File: config.mk
export PLATFORM = sky130hd
export DESIGN_NAME = buf_share_arb
export DESIGN_NICKNAME = d
export VERILOG_FILES = /design/src/rtl/buf_share_arb_pkg.sv /design/src/rtl/rr_pick.sv /design/src/rtl/buf_share_arb.sv
export SDC_FILE = /design/constraint.sdc
export NUM_CORES = 1
export LEC_CHECK = 0
export BUFFER_PORTS_ARGS = -buffer_cell sky130_fd_sc_hd__buf_2
export CAP_MARGIN = 0
export CORE_ASPECT_RATIO = 1.5
export CORE_MARGIN = 5
export CORE_UTILIZATION = 53
export DETAILED_ROUTE_END_ITERATION = 8
export GPL_ROUTABILITY_DRIVEN = 1
export HOLD_SLACK_MARGIN = 0.06
export PLACE_DENSITY = 0.77
export SLEW_MARGIN = 5
export SYNTH_ARGS = -nofsm -noshare
export SYNTH_HDL_FRONTEND = slang
export SYNTH_HIERARCHICAL = 1
export SYNTH_SLANG_ARGS = --single-unit
File: constraint.sdc
create_clock -name clock -period 2.6 [get_ports clock]
set_input_delay 0.13 -clock clock [delete_from_list [all_inputs] [get_ports clock]]
set_output_delay 0.13 -clock clock [all_outputs]
set_load 0.005 [all_outputs]
File: src/rtl/buf_share_arb_pkg.sv
// buf_share_arb_pkg: FSM state encoding and grant hold-limit constants shared by buf_share_arb and rr_pick
package buf_share_arb_pkg;
    localparam logic ST_IDLE  = 1'b0;
    localparam logic ST_GRANT = 1'b1;
    localparam int MAX_HOLD_MIN = 1;
    localparam int MAX_HOLD_MAX = 255;
    function automatic int clamp_hold(input int h);
        return h < MAX_HOLD_MIN ? MAX_HOLD_MIN : h > MAX_HOLD_MAX ? MAX_HOLD_MAX : h;
    endfunction
endpackage

File: src/rtl/rr_pick.sv
// rr_pick: rotate-priority search of req from start with wrap (in: req, start, excl_last; out: found, idx)
module rr_pick
    import buf_share_arb_pkg::*;
#(
    parameter int N  = 4,
    parameter int IW = 2
) (
    input  logic [N-1:0]  req,
    input  logic [IW-1:0] start,
    input  logic          excl_last,
    output logic          found,
    output logic [IW-1:0] idx
);
    logic [IW-1:0] j;
    always_comb begin
        found = 1'b0;
        idx   = '0;
        j     = '0;
        for (int i = 0; i < N; i++) begin
            j = IW'((int'(start) + i) % N);
            if (!found && !(excl_last && i == N - 1) && req[j]) begin
                found = 1'b1;
                idx   = j;
            end
        end
    end
endmodule

File: src/rtl/buf_share_arb.sv
// buf_share_arb: round-robin shared buffer/inverter lane (in: clock, reset, req, din, inv_mask; out: grant, grant_valid, grant_id, dout, dout_valid)
module buf_share_arb
    import buf_share_arb_pkg::*;
#(
    parameter  int NUM_REQ  = 4,
    parameter  int MAX_HOLD = 8,
    localparam int ID_W     = $clog2(NUM_REQ)
) (
    input  logic               clock,
    input  logic               reset,
    input  logic [NUM_REQ-1:0] req,
    input  logic [NUM_REQ-1:0] din,
    input  logic [NUM_REQ-1:0] inv_mask,
    output logic [NUM_REQ-1:0] grant,
    output logic               grant_valid,
    output logic [ID_W-1:0]    grant_id,
    output logic               dout,
    output logic               dout_valid
);
    localparam logic [7:0] HOLD_LAST = 8'(clamp_hold(MAX_HOLD) - 1);
    logic               state_q, state_d;
    logic [NUM_REQ-1:0] grant_q, grant_d;
    logic [ID_W-1:0]    gid_q, gid_d, ptr_q, ptr_d;
    logic [7:0]         hold_q, hold_d;
    logic               dout_q, dout_d, dv_q, dv_d;
    logic               timeout, rel, excl, found;
    logic [ID_W-1:0]    nxt, start, pick_idx;
    always_comb begin
        nxt     = ID_W'((int'(gid_q) + 1) % NUM_REQ);
        timeout = hold_q == HOLD_LAST;
        rel     = !req[gid_q] || timeout;
        start   = state_q == ST_GRANT ? nxt : ptr_q;
        // the owner competes again only on timeout; a dropped req excludes itself anyway
        excl    = state_q == ST_GRANT && !timeout;
    end
    rr_pick #(.N(NUM_REQ), .IW(ID_W)) u_pick (
        .req      (req),
        .start    (start),
        .excl_last(excl),
        .found    (found),
        .idx      (pick_idx)
    );
    always_ff @(posedge clock) begin
        if (reset) begin
            state_q <= ST_IDLE;
            grant_q <= '0;
            gid_q   <= '0;
            ptr_q   <= '0;
            hold_q  <= '0;
            dout_q  <= 1'b0;
            dv_q    <= 1'b0;
        end else begin
            state_q <= state_d;
            grant_q <= grant_d;
            gid_q   <= gid_d;
            ptr_q   <= ptr_d;
            hold_q  <= hold_d;
            dout_q  <= dout_d;
            dv_q    <= dv_d;
        end
    end
    always_comb begin
        state_d = state_q;
        grant_d = grant_q;
        gid_d   = gid_q;
        ptr_d   = ptr_q;
        hold_d  = hold_q + 8'd1;
        if (state_q == ST_IDLE || rel) begin
            ptr_d   = state_q == ST_GRANT ? nxt : ptr_q;
            state_d = found ? ST_GRANT : ST_IDLE;
            grant_d = found ? NUM_REQ'(1) << pick_idx : '0;
            gid_d   = found ? pick_idx : '0;
            hold_d  = '0;
        end
        dout_d = grant_valid ? din[gid_q] ^ inv_mask[gid_q] : 1'b0;
        dv_d   = grant_valid;
    end
    always_comb begin
        grant       = grant_q;
        grant_valid = state_q == ST_GRANT;
        grant_id    = gid_q;
        dout        = dout_q;
        dout_valid  = dv_q;
    end
endmodule

# After elaboration in Yosys (flattened, before gate mapping)
# Index checks and enable logic that the tools add are counted.
dict set report totals {
  elab_cells 62
  ff_bits 19
}
dict set report op_classes {
  n_bitwise 2
  n_shift 1
  n_addsub 5
  n_eq_ne 1
  order_cmp 5
  reduce_logical 15
  muxes 26
}
# operator count
set op_table {}
lappend op_table {{< comparator 2 x 3 -> 1 bit, second input constant} 5}
lappend op_table {{binary-select mux 1 bit (select 2 bit)} 7}
lappend op_table {{2-to-1 mux 1 bit} 12}
lappend op_table {{2-to-1 mux 2 bit} 6}
lappend op_table {{adder 8 x 1 -> 8 bit, second input constant} 1}
lappend op_table {{== test 8 x 3 -> 1 bit, second input constant} 1}
lappend op_table {{zero test 1 bit} 6}
lappend op_table {{logical AND 1 bit} 5}
lappend op_table {{adder 2 x 1 -> 2 bit, second input constant} 2}
lappend op_table {{adder 2 bit, second input constant} 2}
lappend op_table {{2-to-1 mux 4 bit} 1}
lappend op_table {{OR reduction 2 bit} 2}
lappend op_table {{<< shifter 1 x 2 -> 4 bit, first input constant} 1}
lappend op_table {{logical OR 1 bit} 2}
lappend op_table {{NOT 1 bit} 1}
lappend op_table {{XOR 1 bit} 1}

# Logic depth before layout (Yosys ltp)
dict set report logic_depth {
  word_depth 17
  mapped_depth 11
  ltp_nobuf 9
}

# Modules after synthesis
# Netlist, hierarchy kept.
# mod instances seq_area_each_um2 area_per_inst_um2 cells_per_inst
set by_module_without_submodules {}
lappend by_module_without_submodules {buf_share_arb 1 380.4 914.6 95}
lappend by_module_without_submodules {rr_pick 1 0.0 236.5 27}

# Worst setup path after synthesis
# No wires, ideal clock.
dict set report synth_path {
  path_kind {flip-flop to flip-flop}
  from {register state_q, in the netlist grant_valid}
  to {register grant_q[3], in the netlist grant[3]}
  path_stages_with_launch 12
  setup_ns 0.072
  required_time_ns 2.528
  t_arrival_ns 2.006
  slack_ns 0.522
  n_path_buf 2
  path_cell_list {dfxtp_1 -> clkbuf_1 -> nor2_1 -> a21oi_1 -> buf_4 -> mux2i_1 -> a31oi_1 -> a2bb2oi_2 -> o41ai_2 -> nor2b_1 -> nand3_1 -> mux2i_1}
}
dict set report synth_between {
  elab_chain_len 16
}
# item line
set synth_rtl {}
lappend synth_rtl {{from (decl)} buf_share_arb.sv:21} ;# logic state_q, state_d;
lappend synth_rtl {{from (signal assigned)} buf_share_arb.sv:53} ;# state_q <= state_d;
lappend synth_rtl {{2-to-1 mux 2 bit (*)} n/a}
lappend synth_rtl {{net start[0]} buf_share_arb.sv:27} ;# logic [ID_W-1:0] nxt, start, pick_idx;
lappend synth_rtl {{branches (longest 12 deep; another with adder 2 x 1 -> 2 bit)} n/a}
lappend synth_rtl {{2-to-1 mux 2 bit (*)} rr_pick.sv:21} ;# if (!found && !(excl_last && i == N - 1) && req[j]) begin
lappend synth_rtl {{net pick_idx[0]} buf_share_arb.sv:27}
lappend synth_rtl {{<< shifter 1 x 2 -> 4 bit (*)} buf_share_arb.sv:71} ;# grant_d = found ? NUM_REQ'(1) << pick_idx : '0;
lappend synth_rtl {{2-to-1 mux 4 bit (*)} buf_share_arb.sv:71}
lappend synth_rtl {{to (signal assigned)} buf_share_arb.sv:54} ;# grant_q <= grant_d;
lappend synth_rtl {{to (decl)} buf_share_arb.sv:22} ;# logic [NUM_REQ-1:0] grant_q, grant_d;
# Mark *: on every way through the listed nets, which the timed path passes. The select of a mux whose other input is x is not followed.
# A chain may end at the register's enable or synchronous reset.

# Worst setup path after layout
dict set report layout_path {
  from {register gid_q[1], in the netlist grant_id[1]}
  to {register grant_q[3], in the netlist grant[3]}
}
dict set report layout_between {
  elab_chain_len 17
}
# item line
set layout_rtl {}
lappend layout_rtl {{from (decl)} buf_share_arb.sv:23} ;# logic [ID_W-1:0] gid_q, gid_d, ptr_q, ptr_d;
lappend layout_rtl {{from (signal assigned)} buf_share_arb.sv:55} ;# gid_q <= gid_d;
lappend layout_rtl {{adder 2 x 1 -> 2 bit (*)} buf_share_arb.sv:29} ;# nxt = ID_W'((int'(gid_q) + 1) % NUM_REQ);
lappend layout_rtl {{2-to-1 mux 2 bit (*)} n/a}
lappend layout_rtl {{net start[1]} buf_share_arb.sv:27}
lappend layout_rtl {{branches (longest 12 deep; another with adder 2 x 1 -> 2 bit)} n/a}
lappend layout_rtl {{2-to-1 mux 2 bit (*)} rr_pick.sv:21}
lappend layout_rtl {{net pick_idx[0]} buf_share_arb.sv:27}
lappend layout_rtl {{<< shifter 1 x 2 -> 4 bit (*)} buf_share_arb.sv:71}
lappend layout_rtl {{2-to-1 mux 4 bit (*)} buf_share_arb.sv:71}
# Marked as above.

==> impl_results.md <==
- Final min period: 2.20 ns
- # IOs: 23
- Setup Slack @ Placement: 0.432 ns
- Unrepaired setup endpoints after global routing: no
- CTS root buffer: clkbuf_4
- CTS tree: done
- Final hold vios: 0
- CTS Buffer Depth: 2
- Largest area contributor in the netlist: dfxtp_1
- Number of diodes: 0
- Area Growth Syn to Fin: 12.6%
- Total CTS buffers: 3
- Most frequent cell after synthesis: dfxtp_1
- Max Cap Viol: 0
- Core Util, Final: 63.2%
- Mean Syn Cell Area: 9.44 sq um
- Effective utilization at floorplan: 56.1%
- Slew Limit Fails: 0
- Clk slew on worst S/H paths: 0.10 ns
- Synth Instances: 122
- Worst Hold Depth: 2
- Seq cells post-synth: 19
- Mapped Area: 1150 sq um
- Setup Viol. Count Final: 0
- Fin worst setup slack: 0.400 ns
- Crit-path max FO: 10
- Total Wirelength: 2340 microns
- Vias per cell: 5.79
- CTS Hold Bufs: 0
- TritonRoute pass-1 iters: 4
- WP data required: 2.84 ns
- Overall routing resource usage: 15.7%
- Synth cell count leaders: dfxtp_1 (19), mux2i_1 (10), nor2_1 (10)
- CP arrival: 2.44 ns
- Row cnt: 20
- Clock Latency Late Sink: 0.30 ns
- Post-synth EDFFs: 0
- CP endpoint kind: register
- Chip Height: 67.1 microns
- Maximum VDD drop: 0.446 mV
- Area fraction of the dominant cell type after synthesis: 33.0%
- Crit path kind: register to register
- Largest net degree at the start of global routing: 17
- CTS H-tree lvls: 1
- Max Clk Rate: 455 MHz
- Die ar.: 3220 sq um
- Synth Flop Type: dfxtp_1
- Grt ovf: 0
- Routed len/inst: 14.0 microns
- GP Congestion: 0.758
- Synth async-reset ratio: 0%
- Relative slew slack: 71.9%
- Crit start category: register
- Port-buffer cells: 22
- PwrDens: 759 nW/um^2
- Final setup TNS: 0 ns
- Nets: 161
- R2R depth: 10
- HPWL Detailed: 1810 microns
- Outcome: finished, final reports clean
- DR iter-0 viols: 13
- Sequential area share after synthesis: 33.0%
- Vias: 967
- Final period util: 84.6%
- Hold Path Class: input port to register
- Share of layout cells above drive strength 1: 26.2%
- Syn Nets: 137
- # Post-CTS Setup Buffers: 0
- First-pass GRT wire length: 3610 microns
- Synth top area cells: dfxtp_1 (33%), mux2i_1 (8.7%), mux4_2 (5.9%)
- Leak: 0.537 nW
- Clock Skew: 0.00116 ns
- TritonCTS Sinks: 19
- Unique masters post-synth: 39
- Yosys warns: 6
- Total core area: 2050 sq um
- CTS resizes: 0
- Post-route ant nets: 0
- Vias in the first global route: 901
- Slew @ Worst Pin: 0.422 ns
- Die X-Extent: 48.1 microns
- # DRC: 0
- Initial antenna violation count: 0
worst paths after layout:
path | start | end | slack [ns]
worst max-delay path | grant_id[1] | grant[3] | 0.40
worst max register to register | grant_id[1] | grant[3] | 0.40
worst min-delay path | reset | grant_valid | 0.18
worst min register to register | hold_q[0] | hold_q[0] | 0.46
placed cells by master, fill, tap and decap left out, types with 4 or more instances in the layout:
| cell type | count |
|---|---|
| mux2i_1 | 10 |
| nand2b_1 | 9 |
| buf_2 | 22 |
| nor2b_1 | 5 |
| dfxtp_1 | 19 |
| inv_1 | 5 |
| or3_1 | 4 |
| nand3_1 | 5 |
| o21ai_0 | 4 |
| xor2_1 | 6 |
| nand2_1 | 4 |
| nor2_1 | 10 |
| a21oi_1 | 6 |
stage by stage:
stage	std cells	cell area (sq um)	power (mW)	hold slack, ns
6_report	167	1300	0.984	0.179
3_3_place_gp	163	1270	0.823	0.428
4_1_cts	167	1300	0.993	0.165
2_1_floorplan	122	1150	0.741	0.230
3_5_place_dp	163	1270	0.841	0.439
5_1_grt	167	1300	1.04	0.201
registers in the layout, summed over array words and instances, names as in the netlist:
signal and flops:
dout 1, grant_valid 1, grant 4, grant_id 2, dout_valid 1, ptr_q 2
hold_q 8
kinds of logic (layout without fill, tap and decap cells):
family | Yosys count | after routing | share of synthesized area (%)
and+or+nand+nor | 46 | 46 | 23.7
buffers and inverters | 11 | 34 | 5.33
DFF | 19 | 19 | 33.0
adders and majority gates | 2 | 2 | 1.96
xor gates and xnor gates | 8 | 8 | 6.09
muxes | 13 | 13 | 14.6
AOI/OAI and AO/OA | 23 | 23 | 15.3
metal layers:
layer / up-vias / track usage [%] / wire (microns)
met4: 0 / 11.1 / 71
met5: - / 0 / 0
li1: 479 / - / -
met2: 20 / 29.5 / 1260
met3: 5 / 1.08 / 76
met1: 463 / 14.4 / 928
critical path, cell delays in order (launching register included):
cell and delay (ns):
dfxtp_1 0.37, xnor2_1 0.24, a21oi_1 0.11, buf_4 0.19
nor4b_4 0.26, a31oi_1 0.08, a2bb2oi_2 0.16, o41ai_2 0.30
nor2b_1 0.21, nand3_1 0.09, mux2i_1 0.13
area by class of cell:
class                      instances  area [sq um]
clock buffer                       3          22.5
inverter                           5          18.8
sequential                        19           380
timing repair buffer              25           133
clock inverter                     1          5.00
fill                             193           756
multi-input combinational         92           709
tap                               22          27.5
power breakdown:
part | internal [mW] | switching (mW) | total [mW]
combinational | 0.223 | 0.234 | 0.456
clock | 0.0575 | 0.0933 | 0.151
sequential | 0.340 | 0.0366 | 0.377
(Power assumes the default switching activity.)
